### src/rtl/sram_serial_host_pkg.sv
// Shared definitions for the SRAM serial load/dump host: link mode codes,
// FSM state encoding and default geometry of the SCPU SRAM port.
package sram_serial_host_pkg;

    localparam int DEFAULT_ADDR_WIDTH = 9;
    localparam int DEFAULT_DATA_WIDTH = 8;

    typedef enum logic [1:0] {
        MODE_IDLE  = 2'b00,
        MODE_WRITE = 2'b01,
        MODE_READ  = 2'b10
    } ctrl_mode_e;

    typedef enum logic [2:0] {
        ST_IDLE,
        ST_SHIFT_OUT,
        ST_WAIT_RDY,
        ST_SHIFT_IN,
        ST_RESP
    } state_e;

endpackage

### src/rtl/sram_serial_host_if.sv
// Word-level request/response channel between a requester and the SRAM
// serial host.
interface sram_serial_host_if #(
    parameter int ADDR_WIDTH = sram_serial_host_pkg::DEFAULT_ADDR_WIDTH,
    parameter int DATA_WIDTH = sram_serial_host_pkg::DEFAULT_DATA_WIDTH
);
    logic                  req_valid;
    logic                  req_ready;
    logic                  req_we;
    logic [ADDR_WIDTH-1:0] req_addr;
    logic [DATA_WIDTH-1:0] req_wdata;
    logic                  rsp_valid;
    logic [DATA_WIDTH-1:0] rsp_rdata;
    logic                  rsp_err;

    modport master (
        output req_valid, req_we, req_addr, req_wdata,
        input  req_ready, rsp_valid, rsp_rdata, rsp_err
    );

    modport slave (
        input  req_valid, req_we, req_addr, req_wdata,
        output req_ready, rsp_valid, rsp_rdata, rsp_err
    );
endinterface

### src/rtl/sram_serial_host_serial_shift_reg.sv
// Parallel-load shift register, MSB-first out, new bits enter at the LSB.
// Exposes the serial MSB and the low PAR_WIDTH bits as a parallel word.
module serial_shift_reg #(
    parameter int WIDTH     = 17,
    parameter int PAR_WIDTH = 8
) (
    input  logic                 clk,
    input  logic                 rst,
    input  logic                 load,
    input  logic [WIDTH-1:0]     load_val,
    input  logic                 shift_en,
    input  logic                 din,
    output logic                 sout,
    output logic [PAR_WIDTH-1:0] q_lo
);
    logic [WIDTH-1:0] q_reg;
    logic [WIDTH-1:0] shifted;

    assign shifted[0] = din;
    for (genvar gi = 1; gi < WIDTH; gi++) begin : g_chain
        assign shifted[gi] = q_reg[gi-1];
    end

    always_ff @(posedge clk or posedge rst) begin
        if (rst) begin
            q_reg <= '0;
        end else if (load) begin
            q_reg <= load_val;
        end else if (shift_en) begin
            q_reg <= shifted;
        end
    end

    assign sout = q_reg[WIDTH-1];
    assign q_lo = q_reg[PAR_WIDTH-1:0];
endmodule

### src/rtl/sram_serial_host.sv
// Host-side serial master for the SCPU SRAM load/dump link: serializes
// {addr, data} frames, waits for the target strobe, deserializes read bytes.
module sram_serial_host
    import sram_serial_host_pkg::*;
#(
    parameter int ADDR_WIDTH  = DEFAULT_ADDR_WIDTH,
    parameter int DATA_WIDTH  = DEFAULT_DATA_WIDTH,
    parameter int FRAME_WIDTH = ADDR_WIDTH + DATA_WIDTH,
    parameter int RDY_TIMEOUT = 64
) (
    input  logic                    clk,
    input  logic                    rst,
    sram_serial_host_if.slave       host,
    output logic                    ctrl_bgn,
    output logic [1:0]              ctrl_mode,
    output logic                    load_n,
    output logic                    ctrl_si,
    input  logic                    ctrl_so,
    input  logic                    ctrl_rdy
);
    localparam int CNT_MAX   = (FRAME_WIDTH > RDY_TIMEOUT) ? FRAME_WIDTH : RDY_TIMEOUT;
    localparam int CNT_WIDTH = $clog2(CNT_MAX);

    state_e                 state_reg, state_next;
    logic [CNT_WIDTH-1:0]   cnt_reg, cnt_next;
    logic                   we_reg, we_next;
    logic                   req_ready_reg, req_ready_next;
    logic                   rsp_valid_reg, rsp_valid_next;
    logic                   rsp_err_reg, rsp_err_next;
    logic                   ctrl_bgn_reg, ctrl_bgn_next;
    ctrl_mode_e             ctrl_mode_reg, ctrl_mode_next;
    logic                   load_n_reg, load_n_next;

    logic                   sr_load, sr_shift, sr_din;
    logic [FRAME_WIDTH-1:0] frame_load;
    logic [DATA_WIDTH-1:0]  sr_lo;

    // Reads carry a zero data field so the target sees a fixed-length frame.
    assign frame_load = {host.req_addr, host.req_we ? host.req_wdata : DATA_WIDTH'(0)};

    // One register serves both directions: after the frame is fully shifted
    // out it holds zeros, so its MSB doubles as an idle-low CTRL_SI and its
    // low byte collects the returned read data (or stays 0 on write/timeout).
    serial_shift_reg #(
        .WIDTH     (FRAME_WIDTH),
        .PAR_WIDTH (DATA_WIDTH)
    ) u_shift (
        .clk      (clk),
        .rst      (rst),
        .load     (sr_load),
        .load_val (frame_load),
        .shift_en (sr_shift),
        .din      (sr_din),
        .sout     (ctrl_si),
        .q_lo     (sr_lo)
    );

    always_ff @(posedge clk or posedge rst) begin
        if (rst) begin
            state_reg     <= ST_IDLE;
            cnt_reg       <= '0;
            we_reg        <= 1'b0;
            req_ready_reg <= 1'b0;
            rsp_valid_reg <= 1'b0;
            rsp_err_reg   <= 1'b0;
            ctrl_bgn_reg  <= 1'b0;
            ctrl_mode_reg <= MODE_IDLE;
            load_n_reg    <= 1'b1;
        end else begin
            state_reg     <= state_next;
            cnt_reg       <= cnt_next;
            we_reg        <= we_next;
            req_ready_reg <= req_ready_next;
            rsp_valid_reg <= rsp_valid_next;
            rsp_err_reg   <= rsp_err_next;
            ctrl_bgn_reg  <= ctrl_bgn_next;
            ctrl_mode_reg <= ctrl_mode_next;
            load_n_reg    <= load_n_next;
        end
    end

    always_comb begin
        state_next     = state_reg;
        cnt_next       = cnt_reg;
        we_next        = we_reg;
        rsp_valid_next = 1'b0;
        rsp_err_next   = rsp_err_reg;
        ctrl_bgn_next  = ctrl_bgn_reg;
        ctrl_mode_next = ctrl_mode_reg;
        load_n_next    = 1'b1;
        sr_load        = 1'b0;
        sr_shift       = 1'b0;
        sr_din         = 1'b0;

        case (state_reg)
            ST_IDLE: begin
                if (host.req_valid && req_ready_reg) begin
                    state_next     = ST_SHIFT_OUT;
                    cnt_next       = '0;
                    we_next        = host.req_we;
                    rsp_err_next   = 1'b0;
                    sr_load        = 1'b1;
                    ctrl_bgn_next  = 1'b1;
                    ctrl_mode_next = host.req_we ? MODE_WRITE : MODE_READ;
                    load_n_next    = 1'b0;
                end
            end
            ST_SHIFT_OUT: begin
                sr_shift = 1'b1;
                if (cnt_reg == CNT_WIDTH'(FRAME_WIDTH - 1)) begin
                    state_next = ST_WAIT_RDY;
                    cnt_next   = '0;
                end else begin
                    cnt_next    = cnt_reg + 1'b1;
                    load_n_next = 1'b0;
                end
            end
            ST_WAIT_RDY: begin
                // RDY is tested first so a strobe on the last allowed cycle still succeeds.
                if (ctrl_rdy) begin
                    cnt_next = '0;
                    if (we_reg) begin
                        state_next     = ST_RESP;
                        rsp_valid_next = 1'b1;
                        ctrl_bgn_next  = 1'b0;
                        ctrl_mode_next = MODE_IDLE;
                    end else begin
                        state_next  = ST_SHIFT_IN;
                        load_n_next = 1'b0;
                    end
                end else if (cnt_reg == CNT_WIDTH'(RDY_TIMEOUT - 1)) begin
                    state_next     = ST_RESP;
                    cnt_next       = '0;
                    rsp_valid_next = 1'b1;
                    rsp_err_next   = 1'b1;
                    ctrl_bgn_next  = 1'b0;
                    ctrl_mode_next = MODE_IDLE;
                end else begin
                    cnt_next = cnt_reg + 1'b1;
                end
            end
            ST_SHIFT_IN: begin
                sr_shift = 1'b1;
                sr_din   = ctrl_so;
                if (cnt_reg == CNT_WIDTH'(DATA_WIDTH - 1)) begin
                    state_next     = ST_RESP;
                    cnt_next       = '0;
                    rsp_valid_next = 1'b1;
                    ctrl_bgn_next  = 1'b0;
                    ctrl_mode_next = MODE_IDLE;
                end else begin
                    cnt_next    = cnt_reg + 1'b1;
                    load_n_next = 1'b0;
                end
            end
            ST_RESP: begin
                state_next = ST_IDLE;
            end
            default: begin
                state_next = ST_IDLE;
            end
        endcase

        req_ready_next = (state_next == ST_IDLE);
    end

    assign host.req_ready = req_ready_reg;
    assign host.rsp_valid = rsp_valid_reg;
    assign host.rsp_rdata = sr_lo;
    assign host.rsp_err   = rsp_err_reg;
    assign ctrl_bgn       = ctrl_bgn_reg;
    assign ctrl_mode      = ctrl_mode_reg;
    assign load_n         = load_n_reg;
endmodule

### src/flat_wrapper.sv
// flat-port wrapper written by rule: the top's interface ports become plain ports
module sram_serial_host_flat import sram_serial_host_pkg::*;
#(
    parameter int ADDR_WIDTH  = DEFAULT_ADDR_WIDTH,
    parameter int DATA_WIDTH  = DEFAULT_DATA_WIDTH,
    parameter int FRAME_WIDTH = ADDR_WIDTH + DATA_WIDTH,
    parameter int RDY_TIMEOUT = 64
)
  (clk, rst, ctrl_bgn, ctrl_mode, load_n, ctrl_si, ctrl_so, ctrl_rdy, host_req_valid, host_req_we, host_req_addr, host_req_wdata, host_req_ready, host_rsp_valid, host_rsp_rdata, host_rsp_err);
  sram_serial_host_if #(.ADDR_WIDTH(ADDR_WIDTH), .DATA_WIDTH(DATA_WIDTH)) host_i ();
  input  logic clk;
  input  logic rst;
  output logic ctrl_bgn;
  output logic [1:0] ctrl_mode;
  output logic load_n;
  output logic ctrl_si;
  input  logic ctrl_so;
  input  logic ctrl_rdy;
  input wire logic [$bits(host_i.req_valid)-1:0] host_req_valid;
  input wire logic [$bits(host_i.req_we)-1:0] host_req_we;
  input wire logic [$bits(host_i.req_addr)-1:0] host_req_addr;
  input wire logic [$bits(host_i.req_wdata)-1:0] host_req_wdata;
  output wire logic [$bits(host_i.req_ready)-1:0] host_req_ready;
  output wire logic [$bits(host_i.rsp_valid)-1:0] host_rsp_valid;
  output wire logic [$bits(host_i.rsp_rdata)-1:0] host_rsp_rdata;
  output wire logic [$bits(host_i.rsp_err)-1:0] host_rsp_err;
  assign host_i.req_valid = host_req_valid;
  assign host_i.req_we = host_req_we;
  assign host_i.req_addr = host_req_addr;
  assign host_i.req_wdata = host_req_wdata;
  assign host_req_ready = host_i.req_ready;
  assign host_rsp_valid = host_i.rsp_valid;
  assign host_rsp_rdata = host_i.rsp_rdata;
  assign host_rsp_err = host_i.rsp_err;
  sram_serial_host #(.ADDR_WIDTH(ADDR_WIDTH), .DATA_WIDTH(DATA_WIDTH), .FRAME_WIDTH(FRAME_WIDTH), .RDY_TIMEOUT(RDY_TIMEOUT)) u_core (.clk(clk), .rst(rst), .host(host_i), .ctrl_bgn(ctrl_bgn), .ctrl_mode(ctrl_mode), .load_n(load_n), .ctrl_si(ctrl_si), .ctrl_so(ctrl_so), .ctrl_rdy(ctrl_rdy));
endmodule
### config.mk
export PLATFORM = sky130hd
export DESIGN_NAME = sram_serial_host_flat
export DESIGN_NICKNAME = d
export VERILOG_FILES = /design/src/rtl/sram_serial_host_pkg.sv /design/src/rtl/sram_serial_host_if.sv /design/src/rtl/sram_serial_host_serial_shift_reg.sv /design/src/rtl/sram_serial_host.sv /design/src/flat_wrapper.sv
export SDC_FILE = /design/constraint.sdc
export NUM_CORES = 1
export LEC_CHECK = 0
export BUFFER_PORTS_ARGS = -buffer_cell sky130_fd_sc_hd__clkbuf_2
export CAP_MARGIN = 20
export CORE_MARGIN = 2
export CORE_UTILIZATION = 53
export DETAILED_ROUTE_END_ITERATION = 8
export PLACE_DENSITY_LB_ADDON = 0.1
export SKIP_LAST_GASP = 1
export SLEW_MARGIN = 5
export SYNTH_ARGS = -nofsm -noshare
export SYNTH_HDL_FRONTEND = slang
export SYNTH_SLANG_ARGS = --single-unit
### constraint.sdc
create_clock -name clk -period 1.7 [get_ports clk]
set_input_delay 0.255 -clock clk [delete_from_list [all_inputs] [get_ports clk]]
set_output_delay 0.255 -clock clk [all_outputs]
set_load 0.01 [all_outputs]
==> impl_metrics.env <==
export IMPL_yosys_top_cells_area="dfrtp_1 (46%), mux2i_1 (8.4%), nand2_1 (5.1%)"
export IMPL_area_delta_synth_final_pct=16.7
export IMPL_synth_seq_cells=34
export IMPL_cts_sinks=34
export IMPL_cts_tree="yes"
export IMPL_post_route_cells_drive_above_1_share_pct=30.9
export IMPL_antenna_cells=0
export IMPL_grt_pass1_vias=1340
export IMPL_cap_violations=0
export IMPL_root_buffer="clkbuf_4"
export IMPL_wl_microns=3660
export IMPL_drcViolationCount=0
export IMPL_clk_insertion_delay_late_ns=0.34
export IMPL_status="finished, final reports clean"
export IMPL_ant_nets=0
export IMPL_crit_fanout=4
export IMPL_period_share_pct=97.3
export IMPL_die_w_microns=61.9
export IMPL_initial_utilization_pct=54.2
export IMPL_synth_top_area_share_pct=46.4
export IMPL_totalNegativeSetupSlack_ns=0
export IMPL_synth_top_cell_by_area="dfrtp_1"
export IMPL_syn_inst=184
export IMPL_cts_made_buffers=5
export IMPL_regArea_sq_um=853
export IMPL_cp_slowest_cell="dfrtp_1"
export IMPL_hold_viol_final=0
export IMPL_syn_num_nets=209
export IMPL_drt_wirelength_per_cell_microns=13.6
export IMPL_hp_class="input pin to flip-flop"
export IMPL_slew_headroom_pct=71.3
export IMPL_grt_pass1_wl_microns=5860
export IMPL_port_buffers=38
export IMPL_dpl_cell_area_sq_um=1980
export IMPL_cp_end_kind="flip-flop"
export IMPL_slew_viol_final=0
export IMPL_cp_start_kind="flip-flop"
export IMPL_ys_flop_type="dfrtp_1"
export IMPL_die_area_sq_um=3840
export IMPL_tightest_slew_ns=0.430
export IMPL_power_density_nw_per_um2=1700
export IMPL_final_area_sq_um=2080
export IMPL_ys_seq_area_share_pct=47.9
export IMPL_multiInputGateArea_sq_um=788
export IMPL_clock_path_buffers=2
export IMPL_place_congestion=0.923
export IMPL_synth_most_common_cell="dfrtp_1"
export IMPL_drt_iter0_markers=74
export IMPL_htree_levels=2
export IMPL_worst_setup_path_type="flip-flop to flip-flop"
export IMPL_grt_max_degree=35
export IMPL_synth_edf_count=0
export IMPL_skew_ns=0.00199
export IMPL_async_reset_ff_share_pct=100
export IMPL_holdWs_ns=0.119
export IMPL_post_route_util_pct=63.2
export IMPL_die_h_microns=61.9
export IMPL_vias=1442
export IMPL_clk_pin_slew_ns=0.10
export IMPL_layout_nets=247
export IMPL_syn_cell_area_sq_um=1780
export IMPL_syn_area_per_cell_sq_um=9.67
export IMPL_fin_crit_ns=1.65
export IMPL_peakVddDrop_uv=878
export IMPL_synth_cell_types=40
export IMPL_antenna_found_initial=0
export IMPL_post_dp_hpwl_microns=2690
export IMPL_critical_path_cell_chain="inv_1 -> ha_2 -> nor4bb_4 -> a21oi_2 -> a22oi_2 -> a21oi_1 -> a21o_1"
export IMPL_cp_arrival_ns=1.89
export IMPL_grt_usage_pct=21.1
export IMPL_rows=21
export IMPL_rsz0062_at_grt="yes"
export IMPL_vias_per_cell=5.36
export IMPL_num_fill_cells=274
export IMPL_firstDrtPassIters=4
export IMPL_setup_viol=0
export IMPL_cp_required_ns=1.94
export IMPL_power_leakage_uw=0.000992
export IMPL_cpPeakStageDelay_ns=0.41
export IMPL_core_sq_um=3280
export IMPL_grt_overflow=0
export IMPL_max_freq_ghz=0.605
export IMPL_largest_reg_flops=17
export IMPL_yosys_warnings=0
export IMPL_io_pins=39
export IMPL_synthTopCellsByCount="dfrtp_1 (33), nand2_1 (24), mux2i_1 (15), o21ai_0 (15), nor2_1 (14)"
logic make-up after synthesis:
group | share of synthesized area (%)
AND/OR/NAND/NOR | 18.5
AO/OA/AOI/OAI | 15.6
flip-flops | 47.9
buffers and inverters | 8.16
multiplexers | 8.44
adder cells (fa/ha/maj) | 1.41
placed cells by master, fill, tap and decap left out, types with 2 or more instances in the layout:
cell      Yosys  routed
clkbuf_2      0      38
dfrtp_1      33      32
nand2_1      24      24
mux2i_1      15      15
o21ai_0      15      15
nand3_1      13      13
nor2_1       14      13
buf_4        11      11
a21oi_1       6       6
inv_1         5       5
clkbuf_4      0       5
nor3_1        2       2
o31ai_1       2       2
nand2b_1      2       2
a21oi_2       2       2
o22ai_1       2       2
or3_1         2       2
a21o_1        2       2
a22oi_1       2       2
o21ai_1       2       2
final timing paths:
kind                       depth (start not counted)                      from                        to  slack, ns
setup / recovery                                   7         u_core.cnt_reg[0]         u_core.cnt_reg[3]       0.05
min in group asynchronous                          4                       rst  u_core.u_shift.q_reg[13]       0.52
hold / removal                                     3          host_req_addr[4]  u_core.u_shift.q_reg[12]       0.12
max in group asynchronous                          4                       rst             u_core.load_n       0.84
hold reg to reg                                    2  u_core.u_shift.q_reg[16]  u_core.u_shift.q_reg[16]       0.49
setup reg to reg                                   7         u_core.cnt_reg[0]         u_core.cnt_reg[3]       0.05
critical path: cells and delay by family (launching register included):
family / cells / cell delay, ns
AO/OA/AOI/OAI: 4 / 0.60
adder cells (fa/ha/maj): 1 / 0.19
buffers and inverters: 1 / 0.11
flip-flops: 1 / 0.41
AND/OR/NAND/NOR: 1 / 0.25
cell type report:
cell class                      instances  area share [%]
Sequential cell                        34            41.1
Multi-Input combinational cell        124            38.0
Timing Repair Buffer                   51            14.2
Tap cell                               46            2.77
Clock buffer                            7            2.65
Inverter                                6            1.08
Clock inverter                          1           0.241
power by group:
part	internal (uW)	switching (uW)	leakage, uW	total (uW)
sequential	1130	277	0.000437	1410
combinational	759	889	0.000520	1650
clock	200	267	0.0000353	467
total	2090	1430	0.000992	3530
layer usage:
layer / GRT usage [%] / wire [microns] / up-vias
met5: 0 / 0 / -
met4: 9.12 / 78 / 0
met3: 6.42 / 164 / 12
met2: 33.2 / 1790 / 37
met1: 26.8 / 1630 / 681
li1: - / - / 712
through the flow:
step | power, uW | cells | worst slack (ns)
6_report | 3530 | 269 | 0.0466
5_1_grt | 3840 | 269 | -0.0533
4_1_cts | 3510 | 267 | 0.00843
3_5_place_dp | 3040 | 258 | 0.0228
3_3_place_gp | 2960 | 258 | 0.116
2_1_floorplan | 2630 | 184 | 0.172
what timing repair did:
item	4_1_cts	5_1_grt
resized for setup	0	5
hold endpoints to repair	33	0
hold buffers	1	0
endpoints found under the setup margin	0	8
buffers inserted	0	2
(Power assumes the default switching activity.)
